<file path="src/rtl/exec_sequencer.sv">
// Multicycle operand-fetch/execute sequencer: register file, A/B operand
// registers, B-path shifter, ALU drive, result capture and writeback.
module exec_sequencer (
  input  logic        clk,
  input  logic        reset,
  input  logic        start,
  output logic        ready,
  input  logic [1:0]  op,
  input  logic [2:0]  rn,
  input  logic [2:0]  rm,
  input  logic [2:0]  rd,
  input  logic [1:0]  shift,
  input  logic        asel,
  input  logic        bsel,
  input  logic [4:0]  imm5,
  input  logic        wb_en,
  input  logic        ld,
  input  logic [15:0] ld_data,
  output logic [15:0] Ain,
  output logic [15:0] Bin,
  output logic [1:0]  ALUop,
  input  logic [15:0] alu_out,
  input  logic        alu_z,
  output logic [15:0] C,
  output logic        Z_flag,
  output logic        done
);

  localparam int unsigned DW = 16;
  localparam int unsigned NR = 8;

  typedef enum logic [2:0] {
    S_IDLE = 3'd0,
    S_RDA  = 3'd1,
    S_RDB  = 3'd2,
    S_EXEC = 3'd3,
    S_WB   = 3'd4
  } state_t;

  state_t state, state_nx;

  logic [DW-1:0] regs [NR];
  logic [DW-1:0] a_q, b_q, b_shift;

  logic [1:0] cmd_op;
  logic [2:0] cmd_rn, cmd_rm, cmd_rd;
  logic [1:0] cmd_shift;
  logic       cmd_asel, cmd_bsel, cmd_wb_en;
  logic [4:0] cmd_imm5;

  logic cap_c, ld_we_c, a_we_c, b_we_c, c_we_c, wb_we_c;

  // State register with registered ready/done derived from the next state
  always_ff @(posedge clk or posedge reset) begin
    if (reset) begin
      state <= S_IDLE;
      ready <= 1'b1;
      done  <= 1'b0;
    end else begin
      state <= state_nx;
      ready <= (state_nx == S_IDLE);
      done  <= (state_nx == S_WB);
    end
  end

  // Next-state and datapath enables
  always_comb begin
    state_nx = state;
    cap_c    = 1'b0;
    ld_we_c  = 1'b0;
    a_we_c   = 1'b0;
    b_we_c   = 1'b0;
    c_we_c   = 1'b0;
    wb_we_c  = 1'b0;
    case (state)
      S_IDLE: begin
        if (start) begin
          cap_c    = 1'b1;
          state_nx = S_RDA;
        end else if (ld) begin
          ld_we_c = 1'b1;
        end
      end
      S_RDA: begin
        a_we_c   = 1'b1;
        state_nx = S_RDB;
      end
      S_RDB: begin
        b_we_c   = 1'b1;
        state_nx = S_EXEC;
      end
      S_EXEC: begin
        c_we_c   = 1'b1;
        state_nx = S_WB;
      end
      S_WB: begin
        wb_we_c  = cmd_wb_en;
        state_nx = S_IDLE;
      end
      default: state_nx = S_IDLE;
    endcase
  end

  // Command capture, operand registers, result/flag and register file
  always_ff @(posedge clk or posedge reset) begin
    if (reset) begin
      cmd_op    <= 2'd0;
      cmd_rn    <= 3'd0;
      cmd_rm    <= 3'd0;
      cmd_rd    <= 3'd0;
      cmd_shift <= 2'd0;
      cmd_asel  <= 1'b0;
      cmd_bsel  <= 1'b0;
      cmd_imm5  <= 5'd0;
      cmd_wb_en <= 1'b0;
      a_q       <= '0;
      b_q       <= '0;
      C         <= '0;
      Z_flag    <= 1'b0;
      for (int i = 0; i < NR; i++) regs[i] <= '0;
    end else begin
      if (cap_c) begin
        cmd_op    <= op;
        cmd_rn    <= rn;
        cmd_rm    <= rm;
        cmd_rd    <= rd;
        cmd_shift <= shift;
        cmd_asel  <= asel;
        cmd_bsel  <= bsel;
        cmd_imm5  <= imm5;
        cmd_wb_en <= wb_en;
      end
      if (a_we_c) a_q <= regs[cmd_rn];
      if (b_we_c) b_q <= regs[cmd_rm];
      if (c_we_c) begin
        C      <= alu_out;
        Z_flag <= alu_z;
      end
      if (ld_we_c)      regs[rd]     <= ld_data;
      else if (wb_we_c) regs[cmd_rd] <= C;
    end
  end

  // B-path shifter; ASR1 keeps the sign bit
  always_comb begin
    b_shift = b_q;
    case (cmd_shift)
      2'b01:   b_shift = {b_q[DW-2:0], 1'b0};
      2'b10:   b_shift = {1'b0, b_q[DW-1:1]};
      2'b11:   b_shift = {b_q[DW-1], b_q[DW-1:1]};
      default: b_shift = b_q;
    endcase
  end

  assign Ain   = cmd_asel ? '0 : a_q;
  assign Bin   = cmd_bsel ? DW'(cmd_imm5) : b_shift;
  assign ALUop = cmd_op;

endmodule

</file>
<file path="config.mk">
export PLATFORM = sky130hd
export DESIGN_NAME = exec_sequencer
export DESIGN_NICKNAME = d
export VERILOG_FILES = /design/src/rtl/exec_sequencer.sv
export SDC_FILE = /design/constraint.sdc
export NUM_CORES = 1
export LEC_CHECK = 0
export ABC_AREA = 1
export ABC_CLOCK_PERIOD_IN_PS = 19850
export CORE_MARGIN = 2
export CORE_UTILIZATION = 53
export DETAILED_ROUTE_END_ITERATION = 10
export PLACE_DENSITY = 0.74
export SETUP_SLACK_MARGIN = 0.1
export SYNTH_ARGS = -nofsm -noshare
export SYNTH_HDL_FRONTEND = slang
export SYNTH_SLANG_ARGS = --single-unit
</file>
<file path="constraint.sdc">
create_clock -name clk -period 19.85 [get_ports clk]
set_input_delay 3.97 -clock clk [delete_from_list [all_inputs] [get_ports clk]]
set_output_delay 3.97 -clock clk [all_outputs]
set_load 0.005 [all_outputs]
</file>
Word-level counts from Yosys, hierarchy flattened
Index checks and enable logic that the tools add are counted.
W data, S select, Z words.
Operators by class
  magnitude comparators: 6
  eq/ne operators: 8
  muxes and demuxes: 28
  bitwise operators: 4
  reductions and logical operators: 5
Operators by type and width (count)
  $bwmux W128: 2
  $mux W128: 2
  $mux W16: 8
  $bmux W16 S3: 2
  $demux W16 S3: 2
  $pmux W16 S3: 1
  $ge A4 B4 Y1 const B: 4
  $not A3 Y4: 4
  $pmux W3 S4: 1
  $mux W1: 9
  $lt A4 B1 Y1 const B: 2
  $eq A3 B2 Y1 const B: 2
  $eq A3 B3 Y1 const B: 2
  $logic_not A3 Y1: 2
  $eq A2 B2 Y1 const B: 2
  $eq A3 B1 Y1 const B: 1
  $mux W3: 1
  $eq A2 B1 Y1 const B: 1
  $logic_and A1 B1 Y1: 2
  $reduce_bool A2 Y1: 1
Word-level totals
  register bits after elaboration: 203
  bits of input ports: 58
  output and inout bits: 53
  logic and storage cells: 75

Longest topological paths before layout
Gate-level depths: netlist of run 1.
  depth in word-level cells: 8
  mapped depth: 10
  mapped depth without buffers: 8

Worst setup path after synthesis of run 1
Ideal clock, no wire load.
  path kind: register -> output
  start point: register cmd_shift[0]
  end point: output Bin[15]
  arrival time: 1.143 ns
  data required time: 15.880 ns
  setup slack: 14.737 ns
  cell stages (with the launch flop): 4
  buffers on the path: 0
  path through: dfrtp_1 nor2_1 inv_1 a211oi_1
On the way
  longest elaborated chain between the ends: 3
  elaborated cells between the ends (all ways): 5
  those cells by class: eq/ne (3); mux (2)
RTL lines
  start: declaration: RTL line 47  | logic [1:0] cmd_shift;
  start signal: assignment: RTL line 127  | cmd_shift <= shift;
  $eq A2 B2 Y1 or $eq A2 B1 Y1 (tied branches): RTL line 147  | case (cmd_shift)
  $pmux W16 S3 *: RTL line 147
  $mux W16 *: RTL line 156  | assign Bin = cmd_bsel ? DW'(cmd_imm5) : b_shift;
  end: declaration: RTL line 20  | output logic [15:0] Bin,
Every way passes the cells marked *; elsewhere a longest branch is shown, timed or not.

Final worst setup path of run 1
  start point: input start
  end point: register regs[91] (netlist bit)
On the way
  longest elaborated chain between the ends: 3
  elaborated cells between the ends (all ways): 4
  those cells by class: mux (3); reduce/logical (1)
RTL lines
  start: declaration: RTL line 6  | input logic start,
  $mux W1 *: RTL line 77  | if (start) begin
  $mux W1 *: RTL line 75  | case (state)
  $mux W128 or $reduce_bool A2 Y1 (tied branches)
  end signal: indexed assignment: RTL line 139  | if (ld_we_c) regs[rd] <= ld_data;
  end: declaration: RTL line 42  | logic [DW-1:0] regs [NR];
Marks and branches as above.
A chain may end at the register's enable or synchronous reset.

==> flow_summary.yaml, run 1 <==
run_status:
  status: "finished, final reports clean"
clock_network:
  path_clk_slew_ps: 60
  clock_path_buffers: 3
  tritoncts: "built"
  clock_sinks: 203
  cts_resized: 0
  post_cts_buffers: 0
  numCtsBuffers: 24
  cts.htree.levels: 1
  clockRootBuffer: "clkbuf_16"
  insertion_delay_ps: 540
  cts_hold_buf: 0
worst_setup_path:
  start_kind: "primary input"
  slowest_delay_ps: 810
  critPathRequiredTime_ps: 20330
  crit_buf_inv: 4
  crit_slowest_cell: "buf_4"
  crit_chain: "clkdlybuf4s50_1, inv_1, nand2_1, nor2_8, buf_4, buf_4, nand2_2, nand2_2, nand2_1, nand2_1"
  cpLargestDelayFamily: "buffers and inverters"
  r2r-end: "regs[91]$_DFFE_PP0P_"
  cpMostUsedCell: "nand2_1"
  crit_arrival_ps: 7380
  cp-end-kind: "register"
  worstSetupPathType: "primary input to register"
  worst_r2r_startpoint: "state[1]$_DFF_PP0_"
  reg2reg_slack_ps: 16390
  reg2regPathDepth: 9
  worst-path-max-fanout: 81
die:
  die_w_um: 167
  fp-row-count: 59
  ios: 111
  die_height_um: 167
  initial_core_util_pct: 54.1
  core-area_um2: 26100
  dieArea_um2: 27900
yosys:
  yosysSeqAreaShare_pct: 36.0
  synth_fp_nets: 2392
  postSynthCellCount: 2334
  synth-seq-cells: 203
  ys_warn_count: 0
  netlist_area_um2: 14100
  synth.avg_cell_area_um2: 6.04
  yosysTopAreaCellShare_pct: 35.8
  yosys.area.top_type: "dfrtp_1"
  ys_top_cells_by_area: "dfrtp_1 (36%), nand2_1 (26%), nand3_1 (13%), nor2_1 (7.3%), inv_1 (6.1%)"
  yosysUniqueCellTypes: 26
finish:
  final_nets: 2406
  antenna_cells: 0
  drive_above_1_share_pct: 4.44
  final_common_cell: "nand2_1"
  fin_util_pct: 60.8
  n_fill_cell: 2562
  syn_to_final_growth_pct: 12.4
  fin_area_um2: 15900
  final_cell_mix: "nand2_1 (989), nand3_1 (359), nor2_1 (275)"
worst_hold_path:
  holdPathEnd: "a_q[2]$_DFFE_PP0P_"
  whs_path_depth: 2
  worst_hold_path_type: "register to register"
  min_from: "a_q[2]$_DFFE_PP0P_"
global_route:
  overflow: 0
  antenna_found_initial: 1
  grt_pass1_vias: 13600
  grt_pass1_wl_um: 79800
  grt_util_all_layers_pct: 36.3
  grt_max_degree: 130
detailed_routing:
  ant_nets: 0
  drt_iter0_drc: 2255
  post-route-drc-count: 0
  vias: 15400
  first_pass_iters: 6
  wl_per_cell_um: 19.2
  drt-total-wl_um: 51700
  vias_per_cell: 5.71
place:
  port_buffers: 110
  post-place-ws_ps: 12570
  postPlaceCellArea_um2: 15000
  gp_congestion: 0.953
  dp.final_hpwl_um: 34100
timing:
  final_hold_viol_count: 0
  slew_violations: 0
  slew_headroom_pct: 17.8
  setup_tns_ps: 0
  setup_viol: 0
  period_share_pct: 34.8
  min_period_ps: 6900
  rsz0062_at_grt: "false"
  worstMarginPinSlew_ps: 1230
  finalClockSkew_ps: 23.1
  setup_ws_ps: 12950
  max_freq_mhz: 145
run:
  drv_cap: 0
pwr:
  power.density_nw_per_um2: 148
  p_leak_nw: 8.74
  p_total_w: 0.00235
  ir_drop_v: 0.000136
layout make-up:
class	instances	area, um^2	share of cell area (%)
clock buffer	33	696	4.39
timing repair buffer	126	1220	7.70
clock inverter	8	140	0.884
multi-input combinational	1754	7390	46.6
sequential	203	5080	32.1
tap	335	419	2.64
inverter	239	905	5.71
worst min-delay path: stages (launching register included):
cell and delay, ps:
dfrtp_1 340, nand2_1 60, nand2_1 50
state kept, by name, summed over array words and instances, names as in the netlist:
signal,flops
Z_flag,1
cmd_asel,1
ALUop,2
state,3
b_q,16
a_q,16
cmd_rn,3
cmd_rm,3
regs,128
done,1
cmd_imm5,5
C,16
cmd_shift,2
cmd_bsel,1
ready,1
cmd_rd,3
cmd_wb_en,1
logic make-up (layout without fill, tap and decap cells):
family / count (synthesis) / in the layout / synth area share, %
DFF: 203 / 203 / 36.0
AOI/OAI and AO/OA: 87 / 87 / 3.28
buffers and inverters: 377 / 406 / 11.6
and+or+nand+nor: 1667 / 1667 / 49.1
worst max path at each step:
| stage | endpoint | start | cells after the start |
|---|---|---|---|
| final | regs[91]$_DFFE_PP0P_ | start | 10 |
| after global routing | regs[111]$_DFFE_PP0P_ | start | 12 |
| after CTS | regs[91]$_DFFE_PP0P_ | start | 10 |
| after detailed placement | regs[91]$_DFFE_PP0P_ | start | 10 |
| after global placement | regs[91]$_DFFE_PP0P_ | start | 10 |
| after floorplan | ALUop[0]$_DFFE_PP0P_ | reset | 1 |
where the power goes:
group	switching, W	internal [W]	total, W
logic	0.000774	0.000389	0.00116
registers	0.000151	0.000559	0.000709
clock network	0.000185	0.000295	0.000479
synth_stat cells, drive strengths merged:
cell type / n
nand2: 1014
nand3: 372
nor2: 278
inv: 234
dfrtp: 202
buf: 88
o21ai: 59
clkbuf: 50
o22ai: 15
a21oi: 9
clkinv: 5
nor3: 3
a211oi: 2
a22oi: 1
a31oi: 1
dfstp: 1
layer usage:
layer  GRT usage [%]  part of all wire (%)  up-vias
li1                -                     -     7196
met1            54.9                    41     7055
met2            49.7                    40     1030
met3            9.26                    15      117
met4            13.9                   4.2        0
met5               0                     0        -
per-stage QoR:
step / cells / hold slack (ps)
floorplan: 2334 / 449
global placement: 2657 / 461
detailed placement: 2657 / 467
CTS: 2698 / 482
global route: 2698 / 501
finish: 2698 / 479
Note: power is estimated with default switching activity, not from simulation.
==> run 2, diff against run 1 <==
--- a/config.mk
+++ b/config.mk
@@ -6,7 +6,7 @@
 export NUM_CORES = 1
 export LEC_CHECK = 0
 export ABC_AREA = 1
-export ABC_CLOCK_PERIOD_IN_PS = 19850
+export ABC_CLOCK_PERIOD_IN_PS = 6500
 export CORE_MARGIN = 2
 export CORE_UTILIZATION = 53
 export DETAILED_ROUTE_END_ITERATION = 10
==> constraint.sdc (replaced) <==
create_clock -name clk -period 6.5 [get_ports clk]
set_input_delay 1.3 -clock clk [delete_from_list [all_inputs] [get_ports clk]]
set_output_delay 1.3 -clock clk [all_outputs]
set_load 0.005 [all_outputs]
==> run 2 against run 1 <==
Combinational power grew to 3.1 times the previous value. Clock skew is 6.7 ps lower. Hold slack worse by 4.2 ps. Largest power group unchanged. Register-to-register slack worse by 13000 ps. Wire length is 0.34% lower. Highest routed layer unchanged. Largest cell class unchanged.
==> flow_summary.yaml, run 2 (synthesis gave the netlist of run 1 again) <==
clock_network:
  cts_resized: 0
  clock_sinks: 203
  numCtsBuffers: 25
  cts.htree.levels: 1
  post_cts_buffers: 0
  tritoncts: "built"
  cts_hold_buf: 0
  clockRootBuffer: "clkbuf_16"
  clock_path_buffers: 3
  path_clk_slew_ps: 60
  insertion_delay_ps: 550
worst_setup_path:
  start_kind: "register"
  worst-path-max-fanout: 19
  critPathRequiredTime_ps: 5200
  worstSetupPathType: "register to output port"
  cp-end-kind: "output port"
  crit_slowest_cell: "clkdlybuf4s50_1"
  worst_r2r_startpoint: "state[1]$_DFF_PP0_"
  crit_chain: "clkinv_1, nand2_1, o22ai_1, a211oi_1, clkdlybuf4s50_1"
  startpoint: "cmd_shift[1]$_DFFE_PP0P_"
  slowest_delay_ps: 560
  crit_arrival_ps: 2750
place:
  post-place-ws_ps: 2580
  dpl.cell_count: 2658
  gp_congestion: 0.945
  dp.final_hpwl_um: 34500
  port_buffers: 110
run:
  drv_cap: 0
finish:
  regMostFlops: "regs"
  final_nets: 2408
  syn_to_final_growth_pct: 13.2
  antenna_cells: 0
  final_common_cell: "nand2_1"
  n_fill_cell: 2625
  final_cell_mix: "nand2_1 (989), nand3_1 (359), nor2_1 (275)"
  regArea_um2: 5080
  largest_reg_flops: 128
  final_cells: 2704
  drive_above_1_share_pct: 4.81
  multiInputGateArea_um2: 7390
timing:
  finalClockSkew_ps: 16.4
  slew_violations: 0
  setup_tns_ps: 0
  final_hold_viol_count: 0
  setup_viol: 0
  rsz0062_at_grt: "false"
  worstMarginPinSlew_ps: 1000
  setup_ws_ps: 2450
  period_share_pct: 62.4
  slew_headroom_pct: 33.1
  min_period_ps: 4050
  max_freq_mhz: 247
global_route:
  grt_pass1_wl_um: 80800
  grt_pass1_vias: 13800
  grt_max_degree: 94
  grt_util_all_layers_pct: 36.8
  overflow: 0
  antenna_found_initial: 1
detailed_routing:
  wl_per_cell_um: 19.0
  vias: 15200
  vias_per_cell: 5.64
  post-route-drc-count: 0
  ant_nets: 0
  drt-total-wl_um: 51500
  first_pass_iters: 6
  drt_iter0_drc: 2238
pwr:
  comb_power_share_pct: 48.8
  ir_drop_v: 0.000510
  p_sw_share_pct: 46.9
  power.density_nw_per_um2: 458
  pwr-share-clk_pct: 21.5
  p_int_w: 0.00388
  p_total_w: 0.00730
  seqPwrFrac_pct: 29.6
  p_sw_w: 0.00343
  p_leak_nw: 8.79
die:
  initial_core_util_pct: 54.1
  die_w_um: 167
  ios: 111
  die_height_um: 167
  dieArea_um2: 27900
  fp-row-count: 59
  core-area_um2: 26100
worst_hold_path:
  worst_hold_path_type: "register to register"
  min_from: "a_q[5]$_DFFE_PP0P_"
run_status:
  status: "finished, final reports clean"
==> run 2: cell type report <==
type	instances	area share, %
clock inverters	10	1.10
repair buffers	127	7.70
well taps	335	2.63
inverters	239	5.64
multi-input cells	1754	46.3
flip-flops and latches	203	31.8
clock buffers	36	4.81
==> run 2: power groups by stage <==
| stage | sequential (W) | combinational [W] | clock (W) |
|---|---|---|---|
| after floorplan | 0.00193 | 0.00239 | 0 |
| after global placement | 0.00215 | 0.00342 | 0 |
| after detailed placement | 0.00215 | 0.00346 | 0 |
| after CTS | 0.00213 | 0.00349 | 0.00158 |
| after global routing | 0.00220 | 0.00393 | 0.00163 |
| final | 0.00216 | 0.00357 | 0.00157 |
==> run 2: routing by layer <==
layer	wire, um	part of all wire [%]	track usage [%]	up-vias
li1	-	-	-	7208
met1	21100	41	53.7	6953
met2	20900	40	51.1	950
met3	7340	14	11.4	127
met4	2240	4.4	13.7	0
met5	0	0	0	-
==> run 2: critical path, delay by kind of cell, from the launching register on <==
family | cells | cell delay (ps)
AO/OA/AOI/OAI | 2 | 400
flip-flops | 1 | 390
buffers and inverters | 2 | 940
AND/OR/NAND/NOR | 1 | 480
==> run 2: final timing paths <==
path | depth (start not counted) | endpoint | slack (ps)
max | 5 | Bin[6] | 2450
min | 2 | a_q[5]$_DFFE_PP0P_ | 480
max reg2reg | 8 | regs[0]$_DFFE_PP0P_ | 3770
min reg2reg | 2 | a_q[5]$_DFFE_PP0P_ | 480
max in group asynchronous | 3 | C[14]$_DFFE_PP0N_ | 3810
min in group asynchronous | 2 | a_q[2]$_DFFE_PP0P_ | 1250
==> run 2: metrics by stage <==
stage	hold WS, ps	cell area [um^2]	utilization [%]
after floorplan	449	14100	-
after global placement	461	15000	57.6
after detailed placement	465	15000	57.6
after CTS	481	16000	61.3
after global routing	492	16000	61.3
final	475	16000	61.3
